$ cat src/rtl/usb_ep0_ctrl_sequencer.sv
// Endpoint-0 control-transfer sequencer: captures SETUP packets, decodes the request,
// streams IN data from a descriptor ROM, swallows OUT data and runs the status stage.
module usb_ep0_ctrl_sequencer #(
  parameter int MAX_PKT = 8
) (
  input  logic        clk,
  input  logic        rst,
  input  logic        usb_rst,
  input  logic        transaction_active,
  input  logic        setup,
  input  logic        direction_in,
  input  logic        success,
  input  logic        data_strobe,
  input  logic [3:0]  endpoint,
  input  logic [7:0]  data_out,
  output logic [7:0]  data_in,
  output logic        data_in_valid,
  output logic        data_toggle,
  output logic [1:0]  handshake,
  output logic [6:0]  usb_address,
  output logic [7:0]  rom_addr,
  input  logic [7:0]  rom_data,
  output logic        req_valid,
  output logic [7:0]  bm_request_type,
  output logic [7:0]  b_request,
  output logic [15:0] w_value,
  output logic [15:0] w_index,
  output logic [15:0] w_length,
  input  logic [7:0]  resp_offset,
  input  logic [7:0]  resp_len,
  input  logic        resp_stall,
  output logic [2:0]  state_dbg
);

  typedef enum logic [2:0] {
    S_IDLE     = 3'd0,
    S_SETUP_RX = 3'd1,
    S_DECODE   = 3'd2,
    S_DATA_IN  = 3'd3,
    S_DATA_OUT = 3'd4,
    S_STATUS   = 3'd5,
    S_STALL    = 3'd6
  } state_t;

  localparam logic [6:0] PKT_MAX = 7'(MAX_PKT);

  state_t      state_q, state_d;
  logic        ta_q;
  logic        x_ep0_q, x_ep0_d, x_in_q, x_in_d, x_setup_q, x_setup_d;
  logic [3:0]  count_q, count_d;
  logic [63:0] setup_q, setup_d;
  logic        toggle_q, toggle_d;
  logic [6:0]  addr_q, addr_d;
  logic [15:0] sent_q, sent_d;
  logic [6:0]  pkt_q, pkt_d;
  logic [7:0]  len_q, len_d;
  logic [7:0]  off_q, off_d;
  logic        status_in_q, status_in_d;

  logic        any_rst, ep0, start, xend, end_ep0, set_addr;
  logic [15:0] pos;
  logic [7:0]  dec_len;

  assign any_rst  = rst | usb_rst;
  assign ep0      = (endpoint == 4'd0);
  assign start    = transaction_active & ~ta_q;
  assign xend     = ~transaction_active & ta_q;
  // Token attributes are latched at start because they may be gone by the falling edge.
  assign end_ep0  = xend & x_ep0_q & ~x_setup_q;
  assign pos      = sent_q + {9'd0, pkt_q};
  assign set_addr = (bm_request_type == 8'h00) && (b_request == 8'h05);

  assign bm_request_type = setup_q[7:0];
  assign b_request       = setup_q[15:8];
  assign w_value         = setup_q[31:16];
  assign w_index         = setup_q[47:32];
  assign w_length        = setup_q[63:48];
  assign dec_len         = (w_length < {8'd0, resp_len}) ? w_length[7:0] : resp_len;

  // data_in is offered while data_in_valid is high; the core takes the byte with
  // data_strobe, which advances to the next byte of the packet.
  assign data_in_valid = ~any_rst && (state_q == S_DATA_IN) && transaction_active && ep0 &&
                         direction_in && ~setup && (pos < {8'd0, len_q}) && (pkt_q < PKT_MAX);
  assign data_in       = data_in_valid ? rom_data : 8'h00;
  assign rom_addr      = (state_q == S_DATA_IN) ? (off_q + sent_q[7:0] + {1'b0, pkt_q}) : 8'h00;
  assign req_valid     = ~any_rst && (state_q == S_DECODE);
  assign handshake     = (~any_rst && (state_q == S_STALL)) ? 2'b11 : 2'b00;
  assign data_toggle   = toggle_q;
  assign usb_address   = addr_q;
  assign state_dbg     = state_q;

  always_comb begin
    state_d     = state_q;
    x_ep0_d     = x_ep0_q;
    x_in_d      = x_in_q;
    x_setup_d   = x_setup_q;
    count_d     = count_q;
    setup_d     = setup_q;
    toggle_d    = toggle_q;
    addr_d      = addr_q;
    sent_d      = sent_q;
    pkt_d       = pkt_q;
    len_d       = len_q;
    off_d       = off_q;
    status_in_d = status_in_q;
    if (start) begin
      x_ep0_d   = ep0;
      x_in_d    = direction_in;
      x_setup_d = setup;
    end
    if (start && ep0 && setup) begin
      state_d  = S_SETUP_RX;
      count_d  = 4'd0;
      toggle_d = 1'b0;
    end else begin
      case (state_q)
        S_SETUP_RX: begin
          if (transaction_active && ep0 && data_strobe && (count_q < 4'd8)) begin
            setup_d[{count_q[2:0], 3'b000} +: 8] = data_out;
            count_d = count_q + 4'd1;
          end
          if (xend && x_ep0_q) state_d = (success && count_q == 4'd8) ? S_DECODE : S_IDLE;
        end
        S_DECODE: begin
          toggle_d = 1'b1;
          len_d    = dec_len;
          off_d    = resp_offset;
          sent_d   = 16'd0;
          pkt_d    = 7'd0;
          if (resp_stall) begin
            state_d = S_STALL;
          end else if (bm_request_type[7] && dec_len != 8'd0) begin
            state_d = S_DATA_IN;
          end else if (!bm_request_type[7] && w_length != 16'd0) begin
            state_d = S_DATA_OUT;
          end else begin
            state_d     = S_STATUS;
            status_in_d = 1'b1;
          end
        end
        S_DATA_IN: begin
          if (start && ep0 && !direction_in) begin
            state_d     = S_STATUS;
            status_in_d = 1'b0;
            toggle_d    = 1'b1;
            pkt_d       = 7'd0;
          end else begin
            if (data_in_valid && data_strobe) pkt_d = pkt_q + 7'd1;
            if (end_ep0 && x_in_q) begin
              pkt_d = 7'd0;
              if (success) begin
                sent_d   = pos;
                toggle_d = ~toggle_q;
                if (pos == {8'd0, len_q} || pkt_q < PKT_MAX) begin
                  state_d     = S_STATUS;
                  status_in_d = 1'b0;
                  toggle_d    = 1'b1;
                end
              end
            end
          end
        end
        S_DATA_OUT: begin
          if (transaction_active && ep0 && !setup && !direction_in && data_strobe &&
              (pkt_q < PKT_MAX)) pkt_d = pkt_q + 7'd1;
          if (end_ep0 && !x_in_q) begin
            pkt_d = 7'd0;
            if (success) begin
              sent_d   = pos;
              toggle_d = ~toggle_q;
              if (pos >= w_length) begin
                state_d     = S_STATUS;
                status_in_d = 1'b1;
                toggle_d    = 1'b1;
              end
            end
          end
        end
        S_STATUS: begin
          // The address only changes once the host has acknowledged the status stage.
          if (end_ep0 && (x_in_q == status_in_q) && success) begin
            state_d = S_IDLE;
            if (set_addr) addr_d = w_value[6:0];
          end
        end
        S_IDLE, S_STALL: ;
        default: state_d = S_IDLE;
      endcase
    end
  end

  always_ff @(posedge clk) begin
    if (any_rst) begin
      state_q     <= S_IDLE;
      ta_q        <= 1'b0;
      x_ep0_q     <= 1'b0;
      x_in_q      <= 1'b0;
      x_setup_q   <= 1'b0;
      count_q     <= 4'd0;
      setup_q     <= 64'd0;
      toggle_q    <= 1'b0;
      addr_q      <= 7'd0;
      sent_q      <= 16'd0;
      pkt_q       <= 7'd0;
      len_q       <= 8'd0;
      off_q       <= 8'd0;
      status_in_q <= 1'b0;
    end else begin
      state_q     <= state_d;
      ta_q        <= transaction_active;
      x_ep0_q     <= x_ep0_d;
      x_in_q      <= x_in_d;
      x_setup_q   <= x_setup_d;
      count_q     <= count_d;
      setup_q     <= setup_d;
      toggle_q    <= toggle_d;
      addr_q      <= addr_d;
      sent_q      <= sent_d;
      pkt_q       <= pkt_d;
      len_q       <= len_d;
      off_q       <= off_d;
      status_in_q <= status_in_d;
    end
  end

endmodule

$ cat config.mk
export PLATFORM = sky130hd
export DESIGN_NAME = usb_ep0_ctrl_sequencer
export DESIGN_NICKNAME = d
export VERILOG_FILES = /design/src/rtl/usb_ep0_ctrl_sequencer.sv
export SDC_FILE = /design/constraint.sdc
export NUM_CORES = 1
export LEC_CHECK = 0
export ABC_AREA = 1
export CORE_MARGIN = 1
export CORE_UTILIZATION = 25
export DETAILED_ROUTE_END_ITERATION = 10
export HOLD_SLACK_MARGIN = 0.02
export PLACE_DENSITY = 0.44
export REMOVE_ABC_BUFFERS = 1
export SYNTH_ARGS = -nofsm -noshare
export SYNTH_HDL_FRONTEND = slang
export SYNTH_SLANG_ARGS = --single-unit
$ cat constraint.sdc
create_clock -name clk -period 9.2 [get_ports clk]
set_input_delay 0.92 -clock clk [delete_from_list [all_inputs] [get_ports clk]]
set_output_delay 0.92 -clock clk [all_outputs]
set_load 0.05 [all_outputs]
==> summary.md <==
| Metric | Value |
|---|---|
| Run status | `complete, no violations` |
| Mapped Area | `about 7000 sq um` |
| P_leak | `0.003977 uW` |
| Htree depth | `4` |
| Worst setup SP type | `flop` |
| Hold Crit Depth | `2` |
| DRT antenna net count | `0` |
| Post-synth EDFFs | `0` |
| Drt via density | `4.417` |
| Mapped Avg Cell Area | `7.065 sq um` |
| Worst Tran Pin Value | `approximately 1.1 ns` |
| Clk buf depth | `2` |
| Vias after detailed routing | `6,692` |
| Worst Hold Class | `flop to flop` |
| Max_slew headroom | `0.2510` |
| Cell internal pwr | `between 1000 and 1500 uW` |
| Final hold violation count | `0` |
| RSZ-0062 raised after global routing | `false` |
| WL/cell | `14.82 um` |
| Clk_lat worst skew | `between 0.4 and 0.5 ns` |
| Post-CTS setup buffer count | `0` |
| Setup ws final | `between 3 and 4 ns` |
| Yosys reg bits | `between 100 and 150` |
| Count of cell types in the netlist | `43` |
| Most common cell after layout, fill and taps aside | `nand2_1` |
| Slew Viols, Final | `0` |
| Drt initial violations | `295` |
| Width of the die | `roughly 170 um` |
| Full die area | `28,770 sq um` |
| Asr flop ratio synth | `0` |
| Final setup viols | `0` |
| Cell Rows | `60` |
| Top_reg_cell synth | `dfxtp_1` |
| Post-route DRC | `0` |
| Initial Util | `0.2577` |
| Sequential share of power | `0.404` |
| # clock sinks | `123` |
| Met3 GRT Util | `0.04757` |
| Peak VDD IR | `0.09685 mV` |
| Root Driver | `clkbuf_16` |
| Setup TNS after final layout | `0 ns` |
| Pwr/cell area | `140.3 nW/um^2` |
| Clock-pin slew on the worst setup and hold paths | `0.06 ns` |
| Fin Hold WS | `0.4626 ns` |
| Post-layout util | `0.3460` |
| Post-CTS sizing | `0` |
| Met2 usage | `0.2691` |
| Drt first pass iters | `4` |
| N_diodes | `0` |
| Critical Path RT | `8.28 ns` |
| Largest net degree at the start of global routing | `between 70 and 80` |
| Ports | `140` |
| Place WS | `approximately 3.9 ns` |
| Area of the core | `around 27,000 sq um` |
| Share of layout cells above drive strength 1 | `0.05424` |
| Vias in the first global route | `between 6,000 and 7,000` |
| Total CTS buffers | `17` |
| Fmax | `179.5 MHz` |
| Initial antenna violation count | `0` |
| Gpl congestion | `0.8482` |
| Switching power | `306.7 uW` |
| Most frequent cells in the layout | `nand2_1 (186), inv_1 (146), clkdlybuf4s50_1 (139), dfxtp_1 (123), a21oi_1 (115)` |
| Most Frequent Cell on Critical Path | `nand2_1` |
| Setup Crit Path Kind | `flop to output port` |
| # fillers | `just under 3,000` |
| Clk pwr share | `0.559` |
| Nets@finish | `1,231` |
| Grt total ovfl | `0` |
| Worst R2R Path Depth | `18` |
| Synth warn | `0` |
| Max_cap viols | `0` |
| Combinational share of power | `0.038` |
| Area after DPL | `approximately 8800 sq um` |
| Global routing's busiest layer | `met2` |
| Fin crit share | `0.6057` |
| WL final | `22.45 mm` |
| CP max-delay cell | `clkdlybuf4s50_1` |
| Layout Skew | `0.01128 ns` |
| Port Buf Inserts | `139` |
| Sequential area share after synthesis | `0.3506` |
| Post-detail-place hpwl | `roughly 17 mm` |
| Cell area after layout | `9428 sq um` |
| Crit path DAT | `roughly 4.7 ns` |
| Mapped Cells | `994` |
| Min cycle time layout | `around 5.6 ns` |
| Largest stage delay, worst path | `0.82 ns` |
| CTS tree | `yes` |
| First-pass GRT wire length | `36.11 mm` |
| P&R area growth vs syn | `34.24%` |
| Hold Buf Count CTS | `0` |
| Die height | `roughly 170 um` |
| Critical path, cell by cell | `ha_1 -> inv_1 -> fa_1 -> inv_1 -> nand3_1 -> nand3_1 -> nand2_1 -> nand2_1 -> xor2_1 -> ha_1 -> nand4_1 -> a21oi_1 -> nor4_1 -> nand2_1 -> nor2_1 -> clkdlybuf4s50_1` |
| Sw frac | `0.2319` |
| CP endpoint kind | `output port` |
| CP Max Fanout | `9` |
| GR Util met1 | `0.2037` |
| GRT Util Overall | `0.1617` |
## per-stage QoR
stage | total power, uW | cells
after floorplan | 563.5 | 967
after global placement | 596.2 | 1483
after detailed placement | 596.2 | 1483
after CTS | 1341 | 1515
after global routing | 1369 | 1515
final | 1322 | 1515
## critical path, delay by kind of cell (launching register included)
family / cells / cell delay, ns
fa+ha+maj: 3 / 0.93
compound gates: 1 / 0.05
flops: 1 / 0.47
xor+xnor: 1 / 0.27
simple gates: 8 / 1.54
buf+inv: 3 / 0.96
## synthesized netlist by cell type (all sizes together) (8+ instances only)
library cell | instances | area [sq um]
clkbuf | 16 | 60.06
ha | 47 | 588.1
fa | 9 | 180.2
xor2 | 8 | 70.07
o211ai | 11 | 82.58
nor2 | 112 | 466.7
inv | 152 | 573.1
buf | 11 | 70.06
nand2 | 186 | 698.2
nand4 | 14 | 87.58
o21a | 8 | 60.06
nor4 | 11 | 90.08
dfxtp | 123 | 2462
nor3 | 20 | 121.4
nand3 | 50 | 272.8
a21oi | 116 | 584.3
o21ai | 83 | 419.2
## final timing paths
check              start     endpoint  slack (ns)
max             pkt_q[0]   data_in[2]        3.63
min          setup_q[31]  setup_q[31]        0.46
max reg2reg     pkt_q[0]     pkt_q[1]        5.28
min reg2reg  setup_q[31]  setup_q[31]        0.46
## metal layers
| layer | up-vias | share of wire | wire length [um] |
|---|---|---|---|
| met4 | 0 | 0.010 | 225 |
| met5 | - | 0 | 0 |
| met2 | 128 | 0.46 | 10290 |
| met3 | 15 | 0.072 | 1606 |
| met1 | 2999 | 0.46 | 10330 |
| li1 | 3550 | - | - |
## registers in the layout, summed over array words and instances, names as in the netlist, 3 cells and up
| signal | count |
|---|---|
| setup_q | 64 |
| count_q | 4 |
| pkt_q | 7 |
| sent_q | 16 |
| usb_address | 7 |
| off_q | 8 |
| len_q | 8 |
| state_dbg | 3 |
## logic make-up after synthesis
family	Yosys count	synth area share
adder cells (fa/ha/maj)	56	0.1094
XOR/XNOR	11	0.01372
AND/OR/NAND/NOR	396	0.2503
AO/OA/AOI/OAI	229	0.1758
buffers and inverters	179	0.1001
flip-flops	123	0.3506
## final cells by class
class	instances	area [sq um]	share of cell area
well taps	372	465.4	0.04937
flip-flops and latches	123	2462	0.2612
inverters	152	573.1	0.06078
clock buffers	18	429.2	0.04552
clock inverters	14	206.4	0.02190
repair buffers	144	1429	0.1516
multi-input cells	692	3862	0.4097
## power groups by stage
stage	Combinational, uW	Clock (uW)	Sequential [uW]
5_1_grt	54.8	781	534
3_3_place_gp	50.6	0	546
3_5_place_dp	50.6	0	546
4_1_cts	50.7	757	534
2_1_floorplan	17.7	0	546
6_report	49.7	739	534
Power figures use the tool's default switching activity.
